$ cat src/rtl/calc_entry_fsm.sv
// calc_entry_fsm: keypad entry sequencer collecting two decimal operands and an operator for an ALU; define CALC_CHAIN_EN to add the result port and chain results
module calc_entry_fsm #(
  parameter int MAX_DIGITS = 6
) (
  input  logic        clk,
  input  logic        rst,
  input  logic        key_valid,
  input  logic [4:0]  key_code,
  output logic [19:0] op_a,
  output logic [19:0] op_b,
  output logic [4:0]  operador,
  output logic        calc_valid,
  output logic        key_drop,
  output logic [2:0]  state
`ifdef CALC_CHAIN_EN
  ,
  input  logic [31:0] result
`endif
);
  typedef enum logic [2:0] {IDLE = 3'd0, ENTER_A = 3'd1, OP_WAIT = 3'd2, ENTER_B = 3'd3, DONE = 3'd4} state_t;
  state_t state_q, state_d;
  logic [19:0] op_a_q, op_a_d, op_b_q, op_b_d;
  logic [4:0] operador_q, operador_d;
  logic [2:0] cnt_q, cnt_d;
  logic calc_valid_q, calc_valid_d, key_drop_q, key_drop_d;
  logic is_dig, is_eq, full;
  logic [19:0] digit, acc_sat;
  logic [23:0] acc;
  assign is_dig = key_code < 5'd10;
  assign is_eq = key_code == 5'd14;
  assign full = cnt_q == 3'(MAX_DIGITS);
  assign digit = {16'd0, key_code[3:0]};
  // Accumulate into whichever operand is currently being typed; the clamp keeps the 20-bit store within 999999
  assign acc = {4'd0, (state_q == ENTER_B) ? op_b_q : op_a_q} * 24'd10 + {4'd0, digit};
  assign acc_sat = (acc > 24'd999999) ? 20'd999999 : acc[19:0];
`ifdef CALC_CHAIN_EN
  logic [19:0] res_sat;
  assign res_sat = (result > 32'd999999) ? 20'd999999 : result[19:0];
`endif
  // Next-state and output decode; only a valid key changes anything, and the pulses self-clear
  always_comb begin
    state_d = state_q;
    op_a_d = op_a_q;
    op_b_d = op_b_q;
    operador_d = operador_q;
    cnt_d = cnt_q;
    calc_valid_d = 1'b0;
    key_drop_d = 1'b0;
    if (key_valid) begin
      if (key_code == 5'd15) begin
        state_d = IDLE;
        op_a_d = '0;
        op_b_d = '0;
        operador_d = '0;
        cnt_d = '0;
      end else if (key_code[4]) begin
        key_drop_d = 1'b1;
      end else begin
        case (state_q)
          IDLE: begin
            if (is_dig) begin
              op_a_d = digit;
              cnt_d = 3'd1;
              state_d = ENTER_A;
            end else key_drop_d = 1'b1;
          end
          ENTER_A: begin
            if (is_dig) begin
              if (full) key_drop_d = 1'b1;
              else begin
                op_a_d = acc_sat;
                cnt_d = cnt_q + 3'd1;
              end
            end else if (!is_eq) begin
              operador_d = key_code;
              op_b_d = '0;
              state_d = OP_WAIT;
            end else key_drop_d = 1'b1;
          end
          OP_WAIT: begin
            if (is_dig) begin
              op_b_d = digit;
              cnt_d = 3'd1;
              state_d = ENTER_B;
            end else if (!is_eq) operador_d = key_code;
            else key_drop_d = 1'b1;
          end
          ENTER_B: begin
            if (is_dig) begin
              if (full) key_drop_d = 1'b1;
              else begin
                op_b_d = acc_sat;
                cnt_d = cnt_q + 3'd1;
              end
            end else if (is_eq) begin
              calc_valid_d = 1'b1;
              state_d = DONE;
            end else key_drop_d = 1'b1;
          end
          DONE: begin
            if (is_dig) begin
              op_a_d = digit;
              op_b_d = '0;
              operador_d = '0;
              cnt_d = 3'd1;
              state_d = ENTER_A;
            end else if (!is_eq) begin
`ifdef CALC_CHAIN_EN
              op_a_d = res_sat;
              op_b_d = '0;
              operador_d = key_code;
              cnt_d = '0;
              state_d = OP_WAIT;
`else
              key_drop_d = 1'b1;
`endif
            end else key_drop_d = 1'b1;
          end
          default: state_d = IDLE;
        endcase
      end
    end
  end
  // State and output registers with asynchronous clear
  always_ff @(posedge clk or posedge rst) begin
    if (rst) begin
      state_q <= IDLE;
      op_a_q <= '0;
      op_b_q <= '0;
      operador_q <= '0;
      cnt_q <= '0;
      calc_valid_q <= 1'b0;
      key_drop_q <= 1'b0;
    end else begin
      state_q <= state_d;
      op_a_q <= op_a_d;
      op_b_q <= op_b_d;
      operador_q <= operador_d;
      cnt_q <= cnt_d;
      calc_valid_q <= calc_valid_d;
      key_drop_q <= key_drop_d;
    end
  end
  assign op_a = op_a_q;
  assign op_b = op_b_q;
  assign operador = operador_q;
  assign calc_valid = calc_valid_q;
  assign key_drop = key_drop_q;
  assign state = state_q;
endmodule
$ cat config.mk
export PLATFORM = sky130hd
export DESIGN_NAME = calc_entry_fsm
export DESIGN_NICKNAME = d
export VERILOG_FILES = /design/src/rtl/calc_entry_fsm.sv
export SDC_FILE = /design/constraint.sdc
export NUM_CORES = 1
export LEC_CHECK = 0
export ABC_AREA = 1
export BUFFER_PORTS_ARGS = -buffer_cell sky130_fd_sc_hd__buf_4
export CAP_MARGIN = 20
export CORE_ASPECT_RATIO = 0.75
export CORE_UTILIZATION = 30
export CTS_CLUSTER_DIAMETER = 30
export CTS_CLUSTER_SIZE = 16
export DETAILED_ROUTE_END_ITERATION = 10
export GPL_TIMING_DRIVEN = 0
export SLEW_MARGIN = 20
export SYNTH_ARGS = -nofsm -noshare
export SYNTH_HDL_FRONTEND = slang
export SYNTH_SLANG_ARGS = --single-unit
export TNS_END_PERCENT = 20
$ cat constraint.sdc
create_clock -name clk -period 5.69 [get_ports clk]
set_input_delay 0.569 -clock clk [delete_from_list [all_inputs] [get_ports clk]]
set_output_delay 0.569 -clock clk [all_outputs]
set_load 0.005 [all_outputs]
==> results.cfg, run 1 <==
[outcome]
status = finished, final reports clean

[logic_synthesis]
synth_top_area_share = 0.251
ys_async_sr_fraction = 1.00
yosysSeqAreaShare = 0.251
synthesis.nets = 875
ys_types = 46
postSynthCellCount = 828
synthTopCellsByCount = 316 x nand2_1, 120 x inv_1, 64 x nand3_1
ys_top_cells_by_area = dfrtp_1 25%, nand2_1 23%, ha_1 8.9%
synth-edff-count = 0
syn_avg_cell_area_um2 = 6.26
synth_most_common_cell = nand2_1
syn_area_mm2 = 0.00518
yosysWarningCount = 0
synth_flop_cell = dfrtp_1
yosysTopAreaCell = dfrtp_1
synth.ff_latch_count = 52

[pwr]
sw_frac_of_total = 0.541
powerDensity_mw_per_mm2 = 591
peakVddDrop_uv = 234
p_leak_nw = 3.34
clockPowerShare = 0.090
p_seq_frac = 0.179
combPwrFrac = 0.731
switchingPower_mw = 1.92
internal_power_mw = 1.63

[die]
core_mm2 = 0.0169
die_area_mm2 = 0.0178
ios = 58
num_rows = 41
start_util = 0.307
fp.dieW_um = 154
fp.dieH_um = 116

[route]
vias = 5367
ant_nets = 0
vias_per_cell = 4.85
firstDrtPassIters = 5
drc = 0
wirelength_mm = 15.8
drt-initial-drc-count = 476
wire_per_inst_um = 14.3

[setup_path]
crit_required_ps = 5880
crit_start = state[2]
cp-start-kind = register
r2r_start = state[2]
setup.worst_path.class = reg -> reg
crit_arrival_ps = 5430
cp_max_fo = 10
crit_path_end_kind = register

[timing]
finClkSkew_ps = 6.36
drv_slew = 0
finalSetupViolations = 0
slew_headroom = 0.353
fin_crit_sh = 0.922
finalSetupTns_ps = 0
final_hold_viol_count = 0
hold_ws_ps = 369
worst_slew_pin_slew_ps = 962
period_minus_slack_ps = 5250
fmax_mhz = 191
rsz0062_at_grt = false

[placed_design]
place_congestion = 0.904
placed_area_mm2 = 0.00587
hpwl_mm = 12.9
port_buffers = 56

[clock_network]
clk_pin_slew_ps = 70
clock_sinks = 52
ctsHoldBuffers = 0
cts_tree = yes
cts_buffers = 5
insertion_delay_ps = 300
cts_setup_buffers = 0
cts_max_level = 2
clockBufferDepth = 2
clock-root-buffer = clkbuf_16

[layout]
final_util = 0.357
fin_area_mm2 = 0.00603
final_layout_size_suffix_gt1_frac = 0.144
syn_to_final_growth_pct = 16.3
diodes = 0
num-fill-cells = 1838
layout.nets = 937

[global_route]
grt_util_all_layers = 0.182
antenna_found_initial = 0
grt_max_degree = 53
grt_pass1_wl_mm = 25.4
grt-ovfl-total = 0
grt_pass1_vias = 4907

[run]
max_cap_violations = 0

[hold_path]
hold_path_class = in -> async
area by class of cell:
cell class / count / area, µm² / area share
multi-input cells: 636 / 3310 / 0.549
flip-flops and latches: 52 / 1300 / 0.216
inverters: 126 / 478 / 0.0793
repair buffers: 56 / 420 / 0.0698
well taps: 215 / 269 / 0.0446
clock buffers: 6 / 139 / 0.0230
plain buffers: 13 / 96.3 / 0.0160
clock inverters: 2 / 15.0 / 0.00249
cells by family after synthesis:
kind of cell             after synthesis  synth area share
AO/OA/AOI/OAI                         78            0.0862
adder cells (fa/ha/maj)               39            0.0971
flip-flops                            52             0.251
other                                  1          0.000724
multiplexers                           2           0.00386
XOR/XNOR                              13            0.0220
buffers and inverters                140             0.110
AND/OR/NAND/NOR                      503             0.429
registers in the layout, indices dropped and copies added, names as in the netlist:
name,flops
operador,4
key_drop,1
calc_valid,1
state,3
op_a,20
op_b,20
cnt_q,3
metal layers:
| metal | part of all wire | global-route usage | vias to the layer above | wire length (µm) |
|---|---|---|---|---|
| met5 | 0 | 0 | - | 0 |
| li1 | - | - | 2734 | - |
| met4 | 0.013 | 0.0367 | 0 | 199 |
| met3 | 0.070 | 0.0295 | 15 | 1110 |
| met1 | 0.54 | 0.287 | 2437 | 8540 |
| met2 | 0.38 | 0.255 | 181 | 6000 |
power groups by stage:
| stage | Sequential [mW] | Combinational, mW | Clock [mW] |
|---|---|---|---|
| after global placement | 0.640 | 2.55 | 0 |
| after detailed placement | 0.640 | 2.57 | 0 |
| after global routing | 0.654 | 2.92 | 0.345 |
| final | 0.636 | 2.60 | 0.322 |
| after CTS | 0.635 | 2.58 | 0.331 |
| after floorplan | 0.618 | 1.87 | 0 |
what timing repair did:
action                                  in CTS  in global routing
gates resized for setup                      0                  7
endpoints found under the hold margin        0                  0
endpoints found under the setup margin       0                 40
stage by stage:
stage,worst slack [ps],power [mW],cells
after global routing,15.7,3.91,1106
after floorplan,1430,2.48,828
final,442,3.56,1106
after global placement,176,3.19,1099
after detailed placement,143,3.21,1099
after CTS,96.5,3.55,1107
worst max-delay path, stage by stage, from the launching register on:
cell	delay (ps)
dfrtp_1	450
nor2_1	170
nand2_1	270
clkbuf_2	310
clkbuf_2	280
o21ai_0	330
ha_1	290
ha_1	300
fa_1	520
nand2_1	130
inv_1	50
nor2_2	120
nand3_1	130
inv_1	70
nand3_1	160
nor2_2	180
nand4_1	180
nor2_2	180
nand2_1	110
nand2_1	90
nand3_1	100
nor2_2	150
nand2_4	110
nand2_4	100
buf_12	170
nor2_4	50
nand2_1	80
nand2_1	50
path summary, 6_finish.rpt:
path / end / slack, ps / depth (start not counted)
max in group asynchronous: op_b[8] / 4870 / 2
worst max register to register: op_b[7] / 440 / 27
min in group clk: operador[1] / 500 / 2
worst min-delay path: op_b[15] / 370 / 2
worst min register to register: operador[1] / 500 / 2
worst max-delay path: op_b[7] / 440 / 27
cell usage in the layout, fill, tap and decap left out, drive strengths merged, types with 5 or more instances in the layout:
cell    instances
a21oi          18
nand4          15
nor2           69
o21ai          44
ha             37
dfrtp          52
inv           125
o31ai           5
xor2           10
nor3            6
nand3          67
clkbuf         13
nand2         337
buf            62
(Power assumes the default switching activity.)
==> inputs of run 2 (changes only) <==
--- a/config.mk
+++ b/config.mk
@@ -8,7 +8,7 @@
 export ABC_AREA = 1
 export BUFFER_PORTS_ARGS = -buffer_cell sky130_fd_sc_hd__buf_4
 export CAP_MARGIN = 20
-export CORE_ASPECT_RATIO = 0.75
+export CORE_ASPECT_RATIO = 1.75
 export CORE_UTILIZATION = 30
 export CTS_CLUSTER_DIAMETER = 30
 export CTS_CLUSTER_SIZE = 16
==> run 2 against run 1 <==
Clock power is 8.4% higher. Sequential share of layout area is 0.10 points lower. Final area is 0.48% higher. Hold slack hardly changed. Core utilization hardly changed. Cell count is 1.2% higher. Non-clock buffer count is 1 higher. Global-route usage is 1.4 points higher. Total power is 0.61% higher.
==> results.cfg, run 2 (synthesis results as in run 1) <==
[layout]
final_cell_mix = 316 x nand2_1, 119 x inv_1, 64 x nand3_1
syn_to_final_growth_pct = 16.9
final_util = 0.357
num-fill-cells = 1918
final_common_cell = nand2_1
final_layout_size_suffix_gt1_frac = 0.142
diodes = 0
layout.nets = 938

[setup_path]
crit_arrival_ps = 5420
cp_max_fo = 10
crit_required_ps = 5880
cp-start-kind = register
setup.worst_path.class = reg -> reg
crit_path_end_kind = register

[die]
ios = 58
die_area_mm2 = 0.0178
fp.dieH_um = 176
num_rows = 63
core_mm2 = 0.0169
fp.dieW_um = 101
start_util = 0.306

[global_route]
grt_pass1_vias = 5452
antenna_found_initial = 0
grt_max_degree = 53
grt-ovfl-total = 0
grt_util_all_layers = 0.196
grt_pass1_wl_mm = 26.8

[timing]
finClkSkew_ps = 5.61
worst_slack_ps = 453
final_hold_viol_count = 0
slew_headroom = 0.364
finalSetupTns_ps = 0
period_minus_slack_ps = 5240
drv_slew = 0
hold_ws_ps = 369
worst_slew_pin_slew_ps = 947
finalSetupViolations = 0
rsz0062_at_grt = false
fin_crit_sh = 0.920
fmax_mhz = 191

[pwr]
combPwrFrac = 0.725
finalPower_mw = 3.58
peakVddDrop_uv = 303
clockPowerShare = 0.098
sw_frac_of_total = 0.534
p_seq_frac = 0.178
internal_power_mw = 1.67
switchingPower_mw = 1.91
p_leak_nw = 3.36
powerDensity_mw_per_mm2 = 591

[route]
drc = 0
wire_per_inst_um = 14.7
wirelength_mm = 16.5
firstDrtPassIters = 4
ant_nets = 0
vias_per_cell = 4.77
vias = 5338
drt-initial-drc-count = 197

[hold_path]
hold_path_class = in -> async

[clock_network]
clock_sinks = 52
cts_tree = yes
insertion_delay_ps = 300
cts_max_level = 2
ctsHoldBuffers = 0
cts_setup_buffers = 0
cts_buffers = 5
clk_pin_slew_ps = 70
clock-root-buffer = clkbuf_16
clockBufferDepth = 2

[outcome]
status = finished, final reports clean

[placed_design]
place_congestion = 0.893
hpwl_mm = 13.8
port_buffers = 56
dp_slack_ps = 83.6

[run]
max_cap_violations = 0
[run 2: cell count changes in the layout (fill, tap and decap cells not counted)]
| cell | change |
|---|---|
| clkbuf_8 | -1 |
| bufinv_16 | +1 |
| clkbuf_1 | +2 |
| clkinvlp_4 | -2 |
| clkinv_2 | +1 |
[run 2: cell type report]
type / instances / area [µm²] / area share
inverter: 126 / 478 / 0.0789
buffer: 14 / 100 / 0.0165
clock inverter: 2 / 35.0 / 0.00579
timing repair buffer: 56 / 420 / 0.0694
clock buffer: 6 / 129 / 0.0213
sequential: 52 / 1300 / 0.215
multi-input combinational: 636 / 3310 / 0.546
tap: 227 / 284 / 0.0469
[run 2: layer usage]
layer | wire, µm | global-route usage
met1 | 5930 | 0.195
met2 | 9440 | 0.394
met3 | 421 | 0.00955
met4 | 698 | 0.101
met5 | 0 | 0
[run 2: final timing paths]
kind	slack (ps)	cells after the start	startpoint	end
setup / recovery	450	25	state[2]	op_a[18]
min in group clk	490	2	operador[0]	operador[0]
max in group asynchronous	4850	2	rst	op_b[3]
setup reg to reg	450	25	state[2]	op_a[18]
hold reg to reg	490	2	operador[0]	operador[0]
hold / removal	370	2	rst	op_a[13]
[run 2: power groups by stage]
stage | Clock, mW | Sequential (mW) | Combinational, mW
3_3_place_gp | 0 | 0.644 | 2.56
2_1_floorplan | 0 | 0.618 | 1.87
6_report | 0.349 | 0.637 | 2.59
5_1_grt | 0.365 | 0.657 | 2.92
3_5_place_dp | 0 | 0.645 | 2.58
4_1_cts | 0.354 | 0.639 | 2.60
[run 2: repair_timing]
action                                  in CTS  in global routing
hold endpoints to repair                     0                  0
endpoints found under the setup margin       0                 40
resized for setup                            0                  7
[run 2: worst max-delay path, stage by stage (launching register included)]
cell	delay, ps
dfrtp_1	460
nor2_1	170
nand2_1	200
clkbuf_2	260
clkbuf_2	280
o21ai_1	360
ha_1	300
ha_1	290
fa_1	520
nand2_1	130
inv_1	60
nor2_2	130
nand3_1	120
inv_1	70
nand3_1	190
nor2_2	200
nand3_1	110
inv_1	70
nand2_1	80
o21ai_0	340
nand2_1	170
nand2_4	170
nand2_4	80
buf_6	150
o21ai_1	150
nand2_1	60
[run 2: metrics by stage]
| stage | instance area [µm²] | instances |
|---|---|---|
| floorplan | 5180 | 828 |
| global placement | 5880 | 1111 |
| detailed placement | 5890 | 1111 |
| CTS | 6050 | 1119 |
| global route | 6050 | 1119 |
| finish | 6050 | 1119 |
